`src/rtl/lsu_pkg.sv`:
```
// lsu_pkg
//   Shared definitions for the MEM-stage load/store unit: memory operation
//   codes, FSM state encoding, address-error exception codes, and small
//   helpers that classify an operation.
//   No ports (package).
package lsu_pkg;

  // Memory operation codes as presented by the EX stage (9-15 are illegal)
  localparam logic [3:0] OP_NONE = 4'd0;
  localparam logic [3:0] OP_LB   = 4'd1;
  localparam logic [3:0] OP_LBU  = 4'd2;
  localparam logic [3:0] OP_LH   = 4'd3;
  localparam logic [3:0] OP_LHU  = 4'd4;
  localparam logic [3:0] OP_LW   = 4'd5;
  localparam logic [3:0] OP_SB   = 4'd6;
  localparam logic [3:0] OP_SH   = 4'd7;
  localparam logic [3:0] OP_SW   = 4'd8;

  // Address-error exception codes (MIPS Cause.ExcCode values)
  localparam logic [4:0] EXC_ADEL = 5'd4;
  localparam logic [4:0] EXC_ADES = 5'd5;

  typedef enum logic [1:0] {
    ST_IDLE = 2'd0,
    ST_REQ  = 2'd1,
    ST_RESP = 2'd2,
    ST_EXC  = 2'd3
  } lsuState_e;

  function automatic logic isLoad(input logic [3:0] op);
    return (op >= OP_LB) && (op <= OP_LW);
  endfunction

  function automatic logic isStore(input logic [3:0] op);
    return (op >= OP_SB) && (op <= OP_SW);
  endfunction

  // Halfwords need an even address, words need a 4-byte aligned address
  function automatic logic isMisaligned(input logic [3:0] op, input logic [1:0] off);
    logic result;
    result = 1'b0;
    case (op)
      OP_LH, OP_LHU, OP_SH: result = off[0];
      OP_LW, OP_SW:         result = (off != 2'b00);
      default:              result = 1'b0;
    endcase
    return result;
  endfunction

endpackage

```
`src/rtl/lsu_align.sv`:
```
// lsu_align
//   Combinational byte-lane steering for the load/store unit.
//   Store side turns (op, offset, wdata) into byte enables and lane-replicated
//   write data; load side picks the addressed byte/halfword out of the
//   returned word and sign- or zero-extends it.
// Ports:
//   op_i        [3:0]  memory operation code
//   offset_i    [1:0]  byte offset within the word (addr[1:0])
//   wdata_i     [31:0] store source register value
//   rdata_i     [31:0] word returned by data memory
//   be_o        [3:0]  byte enables, lane k = bits [8k+7:8k]
//   wdataRep_o  [31:0] store data replicated across all lanes
//   loadData_o  [31:0] extended load result
module lsu_align import lsu_pkg::*; (
  input  logic [3:0]  op_i,
  input  logic [1:0]  offset_i,
  input  logic [31:0] wdata_i,
  input  logic [31:0] rdata_i,
  output logic [3:0]  be_o,
  output logic [31:0] wdataRep_o,
  output logic [31:0] loadData_o
);

  logic [7:0]  byteSel;
  logic [15:0] halfSel;

  // Pick the addressed byte and halfword lane out of the returned word.
  // Halfword accesses are known to be aligned here, so only offset bit 1
  // matters for the halfword lane.
  always_comb begin
    byteSel = rdata_i[7:0];
    case (offset_i)
      2'd0: byteSel = rdata_i[7:0];
      2'd1: byteSel = rdata_i[15:8];
      2'd2: byteSel = rdata_i[23:16];
      2'd3: byteSel = rdata_i[31:24];
      default: byteSel = rdata_i[7:0];
    endcase
    halfSel = offset_i[1] ? rdata_i[31:16] : rdata_i[15:0];
  end

  // Byte enables follow the access width for both loads and stores; store
  // data is replicated so memory can take it from whichever lanes are enabled.
  always_comb begin
    be_o       = 4'b0000;
    wdataRep_o = 32'h0000_0000;
    loadData_o = 32'h0000_0000;
    case (op_i)
      OP_LB: begin
        be_o       = 4'b0001 << offset_i;
        loadData_o = {{24{byteSel[7]}}, byteSel};
      end
      OP_LBU: begin
        be_o       = 4'b0001 << offset_i;
        loadData_o = {24'h00_0000, byteSel};
      end
      OP_LH: begin
        be_o       = 4'b0011 << offset_i;
        loadData_o = {{16{halfSel[15]}}, halfSel};
      end
      OP_LHU: begin
        be_o       = 4'b0011 << offset_i;
        loadData_o = {16'h0000, halfSel};
      end
      OP_LW: begin
        be_o       = 4'b1111;
        loadData_o = rdata_i;
      end
      OP_SB: begin
        be_o       = 4'b0001 << offset_i;
        wdataRep_o = {4{wdata_i[7:0]}};
      end
      OP_SH: begin
        be_o       = 4'b0011 << offset_i;
        wdataRep_o = {2{wdata_i[15:0]}};
      end
      OP_SW: begin
        be_o       = 4'b1111;
        wdataRep_o = wdata_i;
      end
      default: begin
        be_o       = 4'b0000;
        wdataRep_o = 32'h0000_0000;
        loadData_o = 32'h0000_0000;
      end
    endcase
  end

endmodule

```
`src/rtl/lsu.sv`:
```
// lsu
//   MEM-stage load/store unit. Accepts one operation at a time from EX,
//   issues a single outstanding request to data memory, aligns and extends
//   load data, and raises AdEL/AdES for misaligned halfword/word accesses.
//   A flush kills the current operation's response or exception, but a
//   request already on the bus always runs to its acknowledge.
// Ports:
//   clk, rst_n                      clock, synchronous active-low reset
//   req_valid/req_ready             EX handshake (ready only when idle)
//   mem_op, addr, wdata, rd_idx     operation, byte address, store data, dest reg
//   flush                           cancel the in-flight operation's result
//   dm_req/dm_we/dm_be/dm_addr/
//   dm_wdata/dm_ack/dm_rdata        data memory request/acknowledge port
//   resp_valid/resp_we/resp_rd/
//   resp_data                       writeback response (registered pulse)
//   exc_valid/exc_code/badvaddr     address-error exception (registered pulse)
//   busy                            pipeline stall, high whenever not idle
module lsu import lsu_pkg::*; (
  input  logic        clk,
  input  logic        rst_n,
  input  logic        req_valid,
  output logic        req_ready,
  input  logic [3:0]  mem_op,
  input  logic [31:0] addr,
  input  logic [31:0] wdata,
  input  logic [4:0]  rd_idx,
  input  logic        flush,
  output logic        dm_req,
  output logic        dm_we,
  output logic [3:0]  dm_be,
  output logic [31:0] dm_addr,
  output logic [31:0] dm_wdata,
  input  logic        dm_ack,
  input  logic [31:0] dm_rdata,
  output logic        resp_valid,
  output logic        resp_we,
  output logic [4:0]  resp_rd,
  output logic [31:0] resp_data,
  output logic        exc_valid,
  output logic [4:0]  exc_code,
  output logic [31:0] badvaddr,
  output logic        busy
);

  lsuState_e   state_q, state_d;

  logic [3:0]  capOp_q, capOp_d;
  logic [31:0] capAddr_q, capAddr_d;
  logic [31:0] capWdata_q, capWdata_d;
  logic [4:0]  capRd_q, capRd_d;
  logic        kill_q, kill_d;

  logic        respValid_q, respValid_d;
  logic        respWe_q, respWe_d;
  logic [4:0]  respRd_q, respRd_d;
  logic [31:0] respData_q, respData_d;
  logic        excValid_q, excValid_d;
  logic [4:0]  excCode_q, excCode_d;
  logic [31:0] badVaddr_q, badVaddr_d;

  logic        accept;
  logic        opLegal;
  logic        opMisaligned;
  logic        killNow;
  logic [3:0]  alignBe;
  logic [31:0] alignWdata;
  logic [31:0] alignLoad;

  assign accept       = req_valid && req_ready;
  assign opLegal      = isLoad(mem_op) || isStore(mem_op);
  assign opMisaligned = isMisaligned(mem_op, addr[1:0]);
  assign killNow      = kill_q || flush;

  // Lane steering always works from the captured operation so the bus
  // outputs stay stable for the whole request even if EX changes its inputs.
  lsu_align uAlign (
    .op_i       (capOp_q),
    .offset_i   (capAddr_q[1:0]),
    .wdata_i    (capWdata_q),
    .rdata_i    (dm_rdata),
    .be_o       (alignBe),
    .wdataRep_o (alignWdata),
    .loadData_o (alignLoad)
  );

  // State register.
  always_ff @(posedge clk) begin
    if (!rst_n) begin
      state_q <= ST_IDLE;
    end else begin
      state_q <= state_d;
    end
  end

  // Next-state logic. NONE and illegal codes are simply dropped in IDLE.
  // RESP and EXC each last exactly one cycle.
  always_comb begin
    state_d = state_q;
    case (state_q)
      ST_IDLE: begin
        if (accept && opLegal) begin
          state_d = opMisaligned ? ST_EXC : ST_REQ;
        end
      end
      ST_REQ: begin
        if (dm_ack) begin
          state_d = ST_RESP;
        end
      end
      ST_RESP: state_d = ST_IDLE;
      ST_EXC:  state_d = ST_IDLE;
      default: state_d = ST_IDLE;
    endcase
  end

  // State-derived outputs. The memory port is only driven while a request is
  // outstanding, so it reads all-zero at every other time including reset.
  always_comb begin
    req_ready = (state_q == ST_IDLE);
    busy      = (state_q != ST_IDLE);
    dm_req    = (state_q == ST_REQ);
    dm_we     = 1'b0;
    dm_be     = 4'b0000;
    dm_addr   = 32'h0000_0000;
    dm_wdata  = 32'h0000_0000;
    if (state_q == ST_REQ) begin
      dm_we    = isStore(capOp_q);
      dm_be    = alignBe;
      dm_addr  = {capAddr_q[31:2], 2'b00};
      dm_wdata = alignWdata;
    end
  end

  // Capture, kill and result computation. The response and exception are
  // registered: they are decided on the cycle that enters RESP/EXC, so the
  // kill check folds in a flush arriving on that same cycle. Result fields
  // are only rewritten when a pulse is actually delivered, so they hold
  // their last reported value otherwise.
  always_comb begin
    capOp_d     = capOp_q;
    capAddr_d   = capAddr_q;
    capWdata_d  = capWdata_q;
    capRd_d     = capRd_q;
    kill_d      = kill_q;
    respValid_d = 1'b0;
    respWe_d    = respWe_q;
    respRd_d    = respRd_q;
    respData_d  = respData_q;
    excValid_d  = 1'b0;
    excCode_d   = excCode_q;
    badVaddr_d  = badVaddr_q;
    case (state_q)
      ST_IDLE: begin
        kill_d = 1'b0;
        if (accept && opLegal) begin
          capOp_d    = mem_op;
          capAddr_d  = addr;
          capWdata_d = wdata;
          capRd_d    = rd_idx;
          kill_d     = flush;
          if (opMisaligned && !flush) begin
            excValid_d = 1'b1;
            excCode_d  = isStore(mem_op) ? EXC_ADES : EXC_ADEL;
            badVaddr_d = addr;
          end
        end
      end
      ST_REQ: begin
        kill_d = killNow;
        if (dm_ack && !killNow) begin
          respValid_d = 1'b1;
          respWe_d    = isLoad(capOp_q) && (capRd_q != 5'd0);
          respRd_d    = capRd_q;
          respData_d  = isLoad(capOp_q) ? alignLoad : 32'h0000_0000;
        end
      end
      default: begin
        kill_d = 1'b0;
      end
    endcase
  end

  // Datapath registers.
  always_ff @(posedge clk) begin
    if (!rst_n) begin
      capOp_q     <= OP_NONE;
      capAddr_q   <= 32'h0000_0000;
      capWdata_q  <= 32'h0000_0000;
      capRd_q     <= 5'd0;
      kill_q      <= 1'b0;
      respValid_q <= 1'b0;
      respWe_q    <= 1'b0;
      respRd_q    <= 5'd0;
      respData_q  <= 32'h0000_0000;
      excValid_q  <= 1'b0;
      excCode_q   <= 5'd0;
      badVaddr_q  <= 32'h0000_0000;
    end else begin
      capOp_q     <= capOp_d;
      capAddr_q   <= capAddr_d;
      capWdata_q  <= capWdata_d;
      capRd_q     <= capRd_d;
      kill_q      <= kill_d;
      respValid_q <= respValid_d;
      respWe_q    <= respWe_d;
      respRd_q    <= respRd_d;
      respData_q  <= respData_d;
      excValid_q  <= excValid_d;
      excCode_q   <= excCode_d;
      badVaddr_q  <= badVaddr_d;
    end
  end

  assign resp_valid = respValid_q;
  assign resp_we    = respWe_q;
  assign resp_rd    = respRd_q;
  assign resp_data  = respData_q;
  assign exc_valid  = excValid_q;
  assign exc_code   = excCode_q;
  assign badvaddr   = badVaddr_q;

endmodule

```
`config.mk`:
```
export PLATFORM = sky130hd
export DESIGN_NAME = lsu
export DESIGN_NICKNAME = d
export VERILOG_FILES = /design/src/rtl/lsu_pkg.sv /design/src/rtl/lsu_align.sv /design/src/rtl/lsu.sv
export SDC_FILE = /design/constraint.sdc
export NUM_CORES = 1
export LEC_CHECK = 0
export BUFFER_PORTS_ARGS = -buffer_cell sky130_fd_sc_hd__buf_2
export CORE_AREA = 3 3 123 125
export CTS_BUF_LIST = sky130_fd_sc_hd__clkbuf_4 sky130_fd_sc_hd__clkbuf_8
export CTS_CLUSTER_DIAMETER = 60
export DETAILED_ROUTE_END_ITERATION = 12
export DIE_AREA = 0 0 126 128
export PLACE_DENSITY = 0.81
export RECOVER_POWER = 50
export SLEW_MARGIN = 20
export SYNTH_ARGS = -nofsm -noshare
export SYNTH_HDL_FRONTEND = slang
export SYNTH_SLANG_ARGS = --single-unit
```
`constraint.sdc`:
```
create_clock -name clk -period 2.6 [get_ports clk]
set_input_delay 0.13 -clock clk [delete_from_list [all_inputs] [get_ports clk]]
set_output_delay 0.13 -clock clk [all_outputs]
set_load 0.005 [all_outputs]
```
## Yosys cells after proc, flatten, opt, wreduce, memory -nomap -nowiden

Index checks and enable logic that the tools add are counted.

| storage, ports and cells | value |
|---|---|
| logic and storage cells | 94 |
| bits in registers | 153 |
| output and inout bits | 149 |

| operators by class | value |
|---|---|
| shifts and indexed selects | 2 |
| $lt $le $gt $ge | 8 |
| mux-type cells | 20 |
| equality and inequality tests | 21 |
| reduce and logical (&&, ||, !) cells | 30 |

Operator list:

| operator | number |
|---|---|
| $pmux 32 s5 | 1 |
| $mux 32 | 3 |
| $pmux 32 s3 | 1 |
| $pmux 8 s4 | 1 |
| $eq 4x3->1 const B | 7 |
| $mux 16 | 1 |
| $eq 4x2->1 const B | 3 |
| $pmux 4 s3 | 1 |
| $logic_and 1x1->1 | 9 |
| $reduce_or 3->1 | 3 |
| $eq 2x2->1 const B | 4 |
| $eq 4x4->1 const B | 2 |
| $ge 4x1->1 const B | 2 |
| $ge 4x3->1 const B | 2 |
| $le 4x3->1 const B | 2 |
| $le 4x4->1 const B | 2 |
| $reduce_and 2->1 | 4 |
| $mux 2 | 3 |
| $pmux 2 s3 | 1 |
| $reduce_and 3->1 | 2 |
| $reduce_or 2->1 | 3 |
| $mux 1 | 5 |
| $reduce_bool 5->1 | 1 |
| $eq 2x1->1 const B | 2 |
| other kinds (10) | 16 |

## Logic depth before layout (Yosys ltp)

Gate-level depths: netlist (run 1).

| logic depth | value |
|---|---|
| depth after elaboration | 6 |
| depth in mapped cells | 7 |
| mapped depth without buffers | 4 |

## Cells and area by module

From an unflattened synthesis (run 1), not the netlist that was laid out.

| unflattened totals | value |
|---|---|
| cells, all modules | 904 |
| area, all modules | 7589.8 µm² |

Modules (own cells, without submodules):

| module | cells an instance | area each (µm²) | instances |
|---|---|---|---|
| lsu | 724 | 6276.0 | 1 |
| lsu_align | 180 | 1313.8 | 1 |

## Worst setup path before layout (run 1)

No wires, ideal clock.

| timing path | value |
|---|---|
| path type | reg-to-reg |
| start point | register state_q[1] |
| end point | register respData_q[7] (netlist: resp_data[7]) |
| data arrival time | 1.669 ns |
| path buffers | 2 |
| cell stages (with the launch flop) | 7 |
| setup time | 0.122 ns |
| slack | 0.809 ns |
| cells stage by stage | dfxtp_1 -> nor4b_4 -> nand2_4 -> and2_4 -> buf_6 -> buf_6 -> a221o_1 |

| on the way | value |
|---|---|
| longest elaborated chain between the ends | 2 |

RTL lines:

| element | RTL line | source |
|---|---|---|
| start, declared | lsu.sv:45 | `lsuState_e state_q, state_d;` |
| start signal, assigned | lsu.sv:91 | `state_q <= state_d;` |
| $eq 2x1->1 | lsu.sv:152 | `case (state_q)` |
| $reduce_and 2->1 (no line) | - |  |
| end signal, assigned | lsu.sv:207 | `respData_q <= respData_d;` |
| end, declared | lsu.sv:56 | `logic [31:0] respData_q, respData_d;` |

Every way passes these cells.
A chain may end at the register's enable or synchronous reset.

## Final worst setup path (run 1)

| timing path | value |
|---|---|
| start point | input port mem_op[0] |
| end point | register capRd_q[2] |

| on the way | value |
|---|---|
| longest elaborated chain between the ends | 5 |
| elaborated cells on any way between the ends | 9 |

RTL lines:

| element | RTL line | source |
|---|---|---|
| start, declared | lsu.sv:23 | `input logic [3:0] mem_op,` |
| $ge 4x1->1 (tied with other cells) | lsu_pkg.sv:31 | `return (op >= OP_LB) && (op <= OP_LW);` |
| $logic_and 1x1->1 (on tied branches) | lsu_pkg.sv:31, lsu_pkg.sv:35 |  |
| $logic_or 1x1->1 * | lsu.sv:70 | `assign opLegal = isLoad(mem_op) \|\| isStore(mem_op);` |
| $logic_and 1x1->1 * | lsu.sv:155 | `if (accept && opLegal) begin` |
| $reduce_and 2->1 (no line) * | - |  |
| end signal, assigned | lsu.sv:202 | `capRd_q <= capRd_d;` |
| end, declared | lsu.sv:50 | `logic [4:0] capRd_q, capRd_d;` |

Mark *: on every way between the ends. The rest lies on a longest branch, timed or not.

==> results of run 1 <==
## through the flow
step	utilization	instance area [sq um]
global route	0.708	9900
floorplan	-	7370
global placement	0.620	8670
finish	0.708	9900
CTS	0.713	9970
detailed placement	0.620	8670
## synthesized netlist by cell type (5+ instances only)
master and instances:
mux2i_1 40, a221o_1 7, mux4_2 7, a22oi_1 10, inv_1 6, nand3_1 16, and2_1 41, o211ai_1 12
o21a_1 6, a21boi_1 71, dfxtp_1 150, mux2_2 10, a211oi_1 10, nand2_1 255, buf_2 27, o21ai_0 25
clkbuf_1 38, nor2b_1 11, buf_6 5, buf_1 5, buf_4 7, o2bb2ai_1 13, a22o_1 19, nor2_1 19
a21oi_1 25
## path summary, 6_finish.rpt
check / end / slack, ns
worst max-delay path: capRd_q[2] / 0.15
worst min-delay path: resp_data[8] / 0.03
worst max register to register: resp_data[3] / 0.18
worst min register to register: capAddr_q[27] / 0.45
## timing repair
action	CTS	global route
gates resized for setup	0	1
hold buffers	85	0
hold endpoints to repair	120	0
endpoints found under the setup margin	0	1
## area by class of cell
| class | count | area [sq um] | share of cell area |
|---|---|---|---|
| Multi-Input combinational cell | 649 | 3940 | 0.398 |
| Timing Repair Buffer | 358 | 2260 | 0.228 |
| Clock buffer | 20 | 275 | 0.0278 |
| Tap cell | 180 | 225 | 0.0228 |
| Sequential cell | 150 | 3000 | 0.303 |
| Inverter | 6 | 22.5 | 0.00228 |
| Clock inverter | 9 | 175 | 0.0177 |
## cell usage in the layout (no fill, tap or decap), types with 5 or more instances in the layout
| master | synthesis | routed |
|---|---|---|
| buf_4 | 7 | 16 |
| a21boi_0 | 3 | 60 |
| dfxtp_1 | 150 | 150 |
| and2_1 | 41 | 41 |
| a211oi_1 | 10 | 10 |
| o2bb2ai_1 | 13 | 13 |
| conb_1 | 1 | 5 |
| o211ai_1 | 12 | 12 |
| mux2_2 | 10 | 10 |
| mux4_2 | 7 | 7 |
| o21ai_0 | 25 | 25 |
| mux2i_1 | 40 | 40 |
| bufinv_16 | 0 | 5 |
| a21oi_1 | 25 | 25 |
| a22oi_1 | 10 | 10 |
| o21a_1 | 6 | 6 |
| buf_2 | 27 | 216 |
| a221o_1 | 7 | 7 |
| nor2b_1 | 11 | 11 |
| clkbuf_1 | 38 | 37 |
| a22o_1 | 19 | 19 |
| inv_1 | 6 | 6 |
| nand2_1 | 255 | 256 |
| nor2_1 | 19 | 19 |
| a21boi_1 | 71 | 14 |
| clkbuf_8 | 0 | 20 |
| nand3_1 | 16 | 17 |
| dlygate4sd3_1 | 0 | 85 |
## routing by layer
metal | vias up | wire length (um) | global-route usage
met5 | - | 14 | 0
li1 | 3606 | - | -
met4 | 4 | 794 | 0.124
met2 | 356 | 10400 | 0.437
met1 | 3420 | 9170 | 0.331
met3 | 69 | 2200 | 0.0958
## critical path: stages
cell	delay (ns)
dlygate4sd3_1	0.55
clkbuf_1	0.21
or4_1	0.59
nand3_1	0.21
buf_12	0.33
nand2_1	0.09
a21boi_1	0.15
dlygate4sd3_1	0.56
## state kept, by name, summed over array words and instances, names as in the netlist
name	cells
capWdata_q	32
resp_rd	5
capAddr_q	32
resp_we	1
resp_valid	1
state_q	2
kill_q	1
exc_valid	1
badvaddr	32
capOp_q	4
resp_data	32
exc_code	2
capRd_q	5
## power breakdown
group          total, mW  internal [mW]  switching, mW
logic              0.691          0.322          0.369
clock network       2.05           1.20          0.848
registers           2.43           2.37         0.0583
total               5.17           3.89           1.28
## cell families after synthesis
logic type / Yosys count / synth area share
other: 1 / 0.000510
buffers and inverters: 88 / 0.0582
AO/OA/AOI/OAI: 213 / 0.210
multiplexers: 58 / 0.0927
XOR/XNOR: 1 / 0.00119
flip-flops: 150 / 0.408
AND/OR/NAND/NOR: 372 / 0.229
==> results.md, run 1 <==
* Yosys top cell by area: dfxtp_1
* Worst R2R Start: state_q[0]
* DIE HEIGHT at ~130 um
* Final Skew at about 0.0062 ns
* Postcts setup bufs at 0
* Ys flop type: dfxtp_1
* DIE AREA at around 16,000 sq um
* Num ports at 259
* Die width at 126 um
* Power per Cell Area at 522 nW/um^2
* Crit share post-route at 0.941
* Setup CP Type: in2reg
* Clk_lat worst skew at roughly 0.44 ns
* P&R area growth vs syn at 34.6%
* Mapped cell area at around 7400 sq um
* Filler Cells Inserted at 1,096
* Initial antenna violation count at 2
* Final std cells w/o fill at 1,372
* Ys async rst share at 0
* Largest net degree at the start of global routing at 83
* Proportion of layout cells with a drive suffix above 1 at 0.246
* Final HPWL DP at 14.8 mm
* RePlAce Congestion at approximately 0.89
* Max cap viols at 0
* Clock slew at reported path FFs at 0.08 ns
* Rows at between 40 and 50
* Design Power at ~5.2 mW
* Unrepaired setup endpoints after global routing: false
* Number of flops mapped to enable cells by yosys at 0
* Max Slew Vio Count at 0
* WHS Path Cells at 3
* Leakage at 4.14 nW
* Min-delay worst type: in2reg
* Post-DR vias/cell at 5.43
* GRT overflow at 0
* DR iter-0 viols at approximately 570
* Synth warn at 0
* Worst VDD drop at 0.000403 V
* Port Buf Inserts at approximately 250
* CTS root buf: clkbuf_8
* Setup TNS at 0 ns
* Crit path DAT at 2.83 ns
* CTS tree: yes
* Status: finished clean
* Min-delay src: dm_rdata[24]
* Crit path launch: mem_op[0]
* CP startpoint kind: input pin
* Place WS at 0.394 ns
* Minimum clock period at 2.45 ns
* Core footprint at 14,000 sq um
* Final setup vio count at 0
* Dpl cells at 1,258
* Seq/Total Area, Yosys at 0.408
* Crit Path Max Fanout at 72
* CP endpoint kind: register
* Syn Area/Cell at between 8 and 9 sq um
* Global-route wire length before repair at between 30 and 40 mm
* DRC viols at 0
* Routed len/inst at 16.4 um
* CTS sink cnt at 150
* DRT antenna net count at 0
* Worst R2R Path Depth at 5
* Final Hold Viols at 0
* Starting Density at 0.526
* Synth Instances at 883
* Routed WL at 22.6 mm
* GR Util All Layers at 0.272
* First drt pass iteration count at 5
* Hold WS at 0.0343 ns
* Clock H-tree levels at 4
* Post-layout net count at 1,292
* Yosys top cell area share at 0.408
* Worst Path Required at 2.99 ns
* Ranking of synthesized cells by area: dfxtp_1 (41%), nand2_1 (13%), a21boi_1 (7.2%), mux2i_1 (5.4%), and2_1 (3.5%)
* Cts bufs inserted at 17
* Max Clk Rate at between 0.4 and 0.5 GHz
* Seq cells post-synth at 150
* Post-synthesis cell type count at between 50 and 60
* Final WS setup at 0.154 ns
* Relative slew slack at 0.363
* Vias in the first global route at 7,181
* Vias at 7,455
* Clock Path Buffers at 2
* Diode count at 0
* Worst Tran Pin Value at 0.950 ns
(Power assumes the default switching activity.)
==> run 2, diff against run 1 <==
--- a/config.mk
+++ b/config.mk
@@ -5,12 +5,13 @@
 export SDC_FILE = /design/constraint.sdc
 export NUM_CORES = 1
 export LEC_CHECK = 0
+export ABC_AREA = 1
 export BUFFER_PORTS_ARGS = -buffer_cell sky130_fd_sc_hd__buf_2
-export CORE_AREA = 3 3 123 125
+export CORE_AREA = 3 3 122 124
 export CTS_BUF_LIST = sky130_fd_sc_hd__clkbuf_4 sky130_fd_sc_hd__clkbuf_8
 export CTS_CLUSTER_DIAMETER = 60
 export DETAILED_ROUTE_END_ITERATION = 12
-export DIE_AREA = 0 0 126 128
+export DIE_AREA = 0 0 125 127
 export PLACE_DENSITY = 0.81
 export RECOVER_POWER = 50
 export SLEW_MARGIN = 20
==> run 2 against run 1 <==
Effect of this change:
- sequential power up 2%
- worst hold slack better by 0.036 ns
- via count rose by 9.9%
==> results.md, run 2 <==
* Number of flops mapped to enable cells by yosys at 0 (unchanged)
* Worst-path cell chain: nand2_1, nor2_4, nand2_1, o21ai_0, inv_1, nand2_1, nand2_1, inv_1, buf_2
* Design Power at 5.08 mW (-1.6%)
* Hold WS at 0.0699 ns (+0.0356 ns)
* Routed len/inst at 15.1 um (-8.4%)
* Crit path DAT at 2.27 ns (-0.56 ns)
* Die width at 125 um (-0.79%)
* Rows at 43 (unchanged)
* Relative slew slack at 0.354 (-0.00842)
* DIE AREA at 15,900 sq um (-1.6%)
* Post-layout net count at 1,466 (+13%)
* Max Slew Vio Count at 0 (unchanged)
* Worst Path Required at 2.47 ns (-0.52 ns)
* Cts bufs inserted at 17 (unchanged)
* Clk_lat worst skew at 0.45 ns (about the same)
* Most common cell in the netlist: nand2_1
* Starting Density at 0.514 (-0.0123)
* Post-DR vias/cell at 5.29 (-2.6%)
* Crit Path Max Fanout at 16 (-78%)
* Vias in the first global route at 7,536 (+4.9%)
* Max cap viols at 0 (unchanged)
* Min-delay worst type: in2reg
* Core footprint at 13,900 sq um (-0.77%)
* Final setup vio count at 0 (unchanged)
* Setup CP Type: reg2out
* Minimum clock period at 2.40 ns (-0.0419 ns)
* Syn Area/Cell at 6.64 sq um (-20%)
* Setup TNS at 0 ns (unchanged)
* Final Skew at 0.00722 ns (+0.00101 ns)
* Ranking of synthesized cells by area: dfxtp_1 (42%), nand2_1 (14%), a21oi_1 (8.8%), o21ai_0 (6.8%), nor2_1 (6.7%)
* CP endpoint kind: output pin
* Port Buf Inserts at 253 (unchanged)
* CTS sink cnt at 150 (unchanged)
* Clock Path Buffers at 2 (unchanged)
* CTS tree: yes
* Max Clk Rate at 0.416 GHz (+1.7%)
* Proportion of layout cells with a drive suffix above 1 at 0.203 (-0.0426)
* DR iter-0 viols at 736 (+30%)
* Slowest cell on crit path: dfxtp_1
* DP Area at 8330 sq um (-3.9%)
* Top cells by count, synth: nand2_1 (271), dfxtp_1 (150), nor2_1 (128), a21oi_1 (125), o21ai_0 (97)
* Most numerous cell on the critical path: nand2_1
* Diode count at 0 (unchanged)
* Unrepaired setup endpoints after global routing: false
* P&R area growth vs syn at 31.6%
* Yosys top cell by area: dfxtp_1
* DRT antenna net count at 0 (unchanged)
* Seq/Total Area, Yosys at 0.421 (+0.0130)
* Yosys top cell area share at 0.421 (+0.0130)
* Status: finished clean
* GRT overflow at 0 (unchanged)
* Ys flop type: dfxtp_1
* DRC viols at 0 (unchanged)
* Power per Cell Area at 542 nW/um^2 (+3.8%)
* Largest net degree at the start of global routing at 89 (+7.2%)
* Num ports at 259 (unchanged)
* GR Util All Layers at 0.285 (+0.0130)
* Mapped cell area at 7130 sq um (-3.1%)
* Routed WL at 23.3 mm (+3.4%)
* Clock H-tree levels at 4 (unchanged)
* DIE HEIGHT at 127 um (-0.78%)
* Post-synthesis cell type count at 29 (-51%)
* Most common cell after layout, fill and taps aside: nand2_1
* Vias at 8,192 (+9.9%)
* Most frequent cells in the layout: nand2_1 (270), buf_2 (210), dfxtp_1 (150), nor2_1 (129), a21oi_1 (125)
* RePlAce Congestion at 0.918 (+2.7%)
* Final instance area at 9380 sq um (-5.3%)
* Synth Instances at 1,073 (+22%)
* CTS root buf: clkbuf_8
* Util after Layout at 0.676 (-0.0320)
* Clock slew at reported path FFs at 0.08 ns (about the same)
* CP startpoint kind: register
* Final HPWL DP at 15.3 mm (+3.5%)
* Global-route wire length before repair at 37.1 mm (+3.9%)
* Synth warn at 0 (unchanged)
* First drt pass iteration count at 7 (+2)
* Worst VDD drop at 0.000411 V (+1.8%)
* Seq cells post-synth at 150 (unchanged)
* Ys async rst share at 0 (unchanged)
* Leakage at 4.43 nW (+7.0%)
* Crit share post-route at 0.925 (-0.0161)
* CP max stage delay at 0.74 ns (+0.15 ns)
* Final Hold Viols at 0 (unchanged)
* Initial antenna violation count at 0 (-2)
* Worst Tran Pin Value at 0.968 ns (+0.0184 ns)
run 2: cell count changes in the layout (fill, tap and decap cells not counted), moves of 40 or more:
cell	previous run	this run
a21oi_1	25	125
o21ai_0	25	97
nand3_1	17	87
mux2i_1	40	0
a21boi_0	60	0
inv_1	6	90
and2_1	41	0
nor2_1	19	129
run 2: where the power goes:
part / switching, mW / total (mW) / internal [mW]
clock: 0.885 / 1.78 / 0.897
combinational: 0.509 / 0.821 / 0.312
sequential: 0.0671 / 2.48 / 2.41
run 2: timing repair:
| action | in CTS | in global routing |
|---|---|---|
| setup endpoints to repair | 1 | 4 |
| pin swaps | 0 | 0 |
| gates resized for setup | 1 | 2 |
| hold buffers | 73 | 0 |
| buffers inserted | 0 | 0 |
| hold endpoints to repair | 100 | 0 |
run 2: through the flow:
| stage | std cells | setup WS, ns |
|---|---|---|
| floorplan | 1077 | 1.23 |
| global placement | 1444 | 0.505 |
| detailed placement | 1444 | 0.477 |
| CTS | 1548 | 0.0423 |
| global route | 1548 | 0.00395 |
| finish | 1548 | 0.196 |
run 2: layout make-up:
| type | count | area, sq um |
|---|---|---|
| Fill cell | 1190 | 4500 |
| Multi-Input combinational cell | 750 | 3360 |
| Sequential cell | 150 | 3000 |
| Timing Repair Buffer | 338 | 2020 |
| Inverter | 99 | 374 |
| Clock buffer | 20 | 263 |
| Tap cell | 180 | 225 |
| Clock inverter | 11 | 124 |
run 2: cells by family (layout without fill, tap and decap cells):
family | after synthesis | count (layout) | synth area share
AND/OR/NAND/NOR | 507 | 507 | 0.297
AO/OA/AOI/OAI | 238 | 238 | 0.172
flip-flops | 150 | 150 | 0.421
other | 1 | 5 | 0.000526
buffers and inverters | 177 | 468 | 0.110
run 2: final timing paths:
path | endpoint | start | depth (start not counted) | slack, ns
setup / recovery | dm_wdata[9] | capOp_q[1] | 9 | 0.20
hold / removal | resp_data[12] | dm_rdata[12] | 5 | 0.07
hold reg to reg | capAddr_q[28] | capAddr_q[28] | 2 | 0.46
setup reg to reg | resp_rd[3] | state_q[0] | 7 | 0.31
run 2: metal layers:
metal	track usage	wire length [um]
met1	0.348	9460
met2	0.484	11200
met4	0.108	670
met5	0	0
met3	0.0786	2000
run 2: worst max-delay path: cells and delay by family, from the launching register on:
family	cells	cell delay [ns]
buffers and inverters	3	0.30
AO/OA/AOI/OAI	1	0.09
flip-flops	1	0.74
AND/OR/NAND/NOR	5	0.70
==> run 3, diff against run 2 <==
--- a/config.mk
+++ b/config.mk
@@ -13,7 +13,6 @@
 export DETAILED_ROUTE_END_ITERATION = 12
 export DIE_AREA = 0 0 125 127
 export PLACE_DENSITY = 0.81
-export RECOVER_POWER = 50
 export SLEW_MARGIN = 20
 export SYNTH_ARGS = -nofsm -noshare
 export SYNTH_HDL_FRONTEND = slang
==> run 3 against run 2 <==
Effect of this change:
- non-clock buffer count did not move
- sequential power about the same
- final area up 0.91%
- largest cell class unchanged
- die area unchanged
- sequential share of layout area down 0.29 points
- critical path type unchanged
- clock power about the same
- clock skew is essentially flat
- global-route usage unchanged
- maximum frequency grew 0.67%
- setup slack gained 0.016 ns
==> results.md, run 3 (synthesis results as in run 2) <==
* Status: finished clean
* Minimum clock period at 2.39 ns (-0.0161 ns)
* Worst Path Required at 2.47 ns (about the same)
* Final instance area at 9460 sq um (+0.91%)
* Post-DR vias/cell at 5.32 (+0.45%)
* Sw frac at 0.287 (about the same)
* P&R area growth vs syn at 32.8%
* Design Power at 5.09 mW (+0.17%)
* Power per Cell Area at 538 nW/um^2 (-0.73%)
* First drt pass iteration count at 6 (-1)
* Post-layout net count at 1,466 (unchanged)
* Unrepaired setup endpoints after global routing: false
* Core footprint at 13,900 sq um (unchanged)
* Vias in the first global route at 7,536 (unchanged)
* Setup CP Type: reg2out
* Routed len/inst at 15.1 um (+0.24%)
* DIE AREA at 15,900 sq um (unchanged)
* Final std cells w/o fill at 1,549 (+0.065%)
* Port Buf Inserts at 253 (unchanged)
* CTS sink cnt at 150 (unchanged)
* Crit share post-route at 0.918 (-0.00618)
* DRT antenna net count at 0 (unchanged)
* Most frequent cells in the layout: nand2_1 (270), buf_2 (253), dfxtp_1 (150), nor2_1 (128), a21oi_1 (125)
* CP startpoint kind: register
* GRT overflow at 0 (unchanged)
* Clock power share at 0.350 (about the same)
* Die width at 125 um (unchanged)
* RePlAce Congestion at 0.918 (unchanged)
* Logic pwr share at 0.163 (about the same)
* Initial antenna violation count at 0 (unchanged)
* Clock H-tree levels at 4 (unchanged)
* Place WS at 0.477 ns (unchanged)
* Max cap viols at 0 (unchanged)
* Switching Power at 1.46 mW (about the same)
* DRC viols at 0 (unchanged)
* Max Slew Vio Count at 0 (unchanged)
* P_int at 3.63 mW (+0.21%)
* Min-delay worst type: in2reg
* Crit path DAT at 2.26 ns (about the same)
* GR Util All Layers at 0.285 (unchanged)
* Global-route wire length before repair at 37.1 mm (unchanged)
* CP endpoint kind: output pin
* Most common cell after layout, fill and taps aside: nand2_1
* Final setup vio count at 0 (unchanged)
* CTS root buf: clkbuf_8
* Filler Cells Inserted at 1,162 (-2.4%)
* Clk_lat worst skew at 0.44 ns (about the same)
* Final WS setup at 0.212 ns (+0.0161 ns)
* DP Area at 8330 sq um (unchanged)
* Largest net degree at the start of global routing at 89 (unchanged)
* Hold WS at 0.0734 ns (+0.00341 ns)
* Starting Density at 0.514 (unchanged)
* Dpl cells at 1,444 (unchanged)
* Reg2Reg Setup Slack at 0.39 ns (+0.08 ns)
* Worst VDD drop at 0.000411 V (about the same)
* Relative slew slack at 0.431 (+0.0767)
* Proportion of layout cells with a drive suffix above 1 at 0.237 (+0.0336)
* Seq pwr share at 0.487 (about the same)
* Setup TNS at 0 ns (unchanged)
* DR iter-0 viols at 772 (+4.9%)
* Final Skew at 0.00684 ns (-0.000387 ns)
* Clock slew at reported path FFs at 0.08 ns (about the same)
* Final HPWL DP at 15.3 mm (unchanged)
* Cts bufs inserted at 17 (unchanged)
* Num ports at 259 (unchanged)
* DIE HEIGHT at 127 um (unchanged)
* CTS tree: yes
* Crit Path Max Fanout at 16 (unchanged)
* Worst Tran Pin Value at 0.852 ns (-0.116 ns)
* Util after Layout at 0.682 (+0.00613)
* Vias at 8,234 (+0.51%)
* Final Hold Viols at 0 (unchanged)
* Clock Path Buffers at 2 (unchanged)
* Rows at 43 (unchanged)
* Leakage at 4.62 nW (+4.2%)
* Max Clk Rate at 0.419 GHz (+0.67%)
* Routed WL at 23.4 mm (+0.30%)
## run 3: worst max-delay path: stages (launching register included)
cell     delay, ns
dfxtp_1       0.74
nor2_4        0.10
o21ai_0       0.52
nand3_1       0.15
a21oi_1       0.16
buf_2         0.15
## run 3: final cells by class
cell class | count | area [sq um] | area share
Clock inverter | 11 | 124 | 0.0131
Sequential cell | 150 | 3000 | 0.317
Inverter | 99 | 374 | 0.0395
Timing Repair Buffer | 338 | 2100 | 0.222
Antenna cell | 1 | 2.50 | 0.000264
Clock buffer | 20 | 263 | 0.0278
Tap cell | 180 | 225 | 0.0238
Multi-Input combinational cell | 750 | 3370 | 0.356
## run 3: final timing paths
check                                    from            end  cells after the start
worst min-delay path             dm_rdata[12]  resp_data[12]                      5
worst min register to register  capAddr_q[28]  capAddr_q[28]                      2
worst max-delay path               capOp_q[1]       dm_be[1]                      5
worst max register to register     state_q[1]   badvaddr[10]                      9
## run 3: per-layer routing
layer  global-route usage  part of all wire  vias to the layer above
met5                    0                 0                        -
met4                0.108             0.028                        0
met3               0.0786             0.090                       76
met2                0.484              0.48                      437
met1                0.348              0.40                     3743
li1                     -                 -                     3978
## run 3: what timing repair did
action	CTS	global route
pin swaps	0	0
hold buffers	73	0
endpoints found under the setup margin	1	4
hold endpoints to repair	100	0
buffers inserted	0	0
gates resized for setup	1	2
## run 3: power groups by stage
stage               clock network [mW]  registers [mW]  logic [mW]
global route                      1.91            2.49       0.925
global placement                     0            2.53       0.713
floorplan                            0            2.51       0.498
finish                            1.78            2.48       0.831
detailed placement                   0            2.53       0.722
CTS                               1.80            2.48       0.810
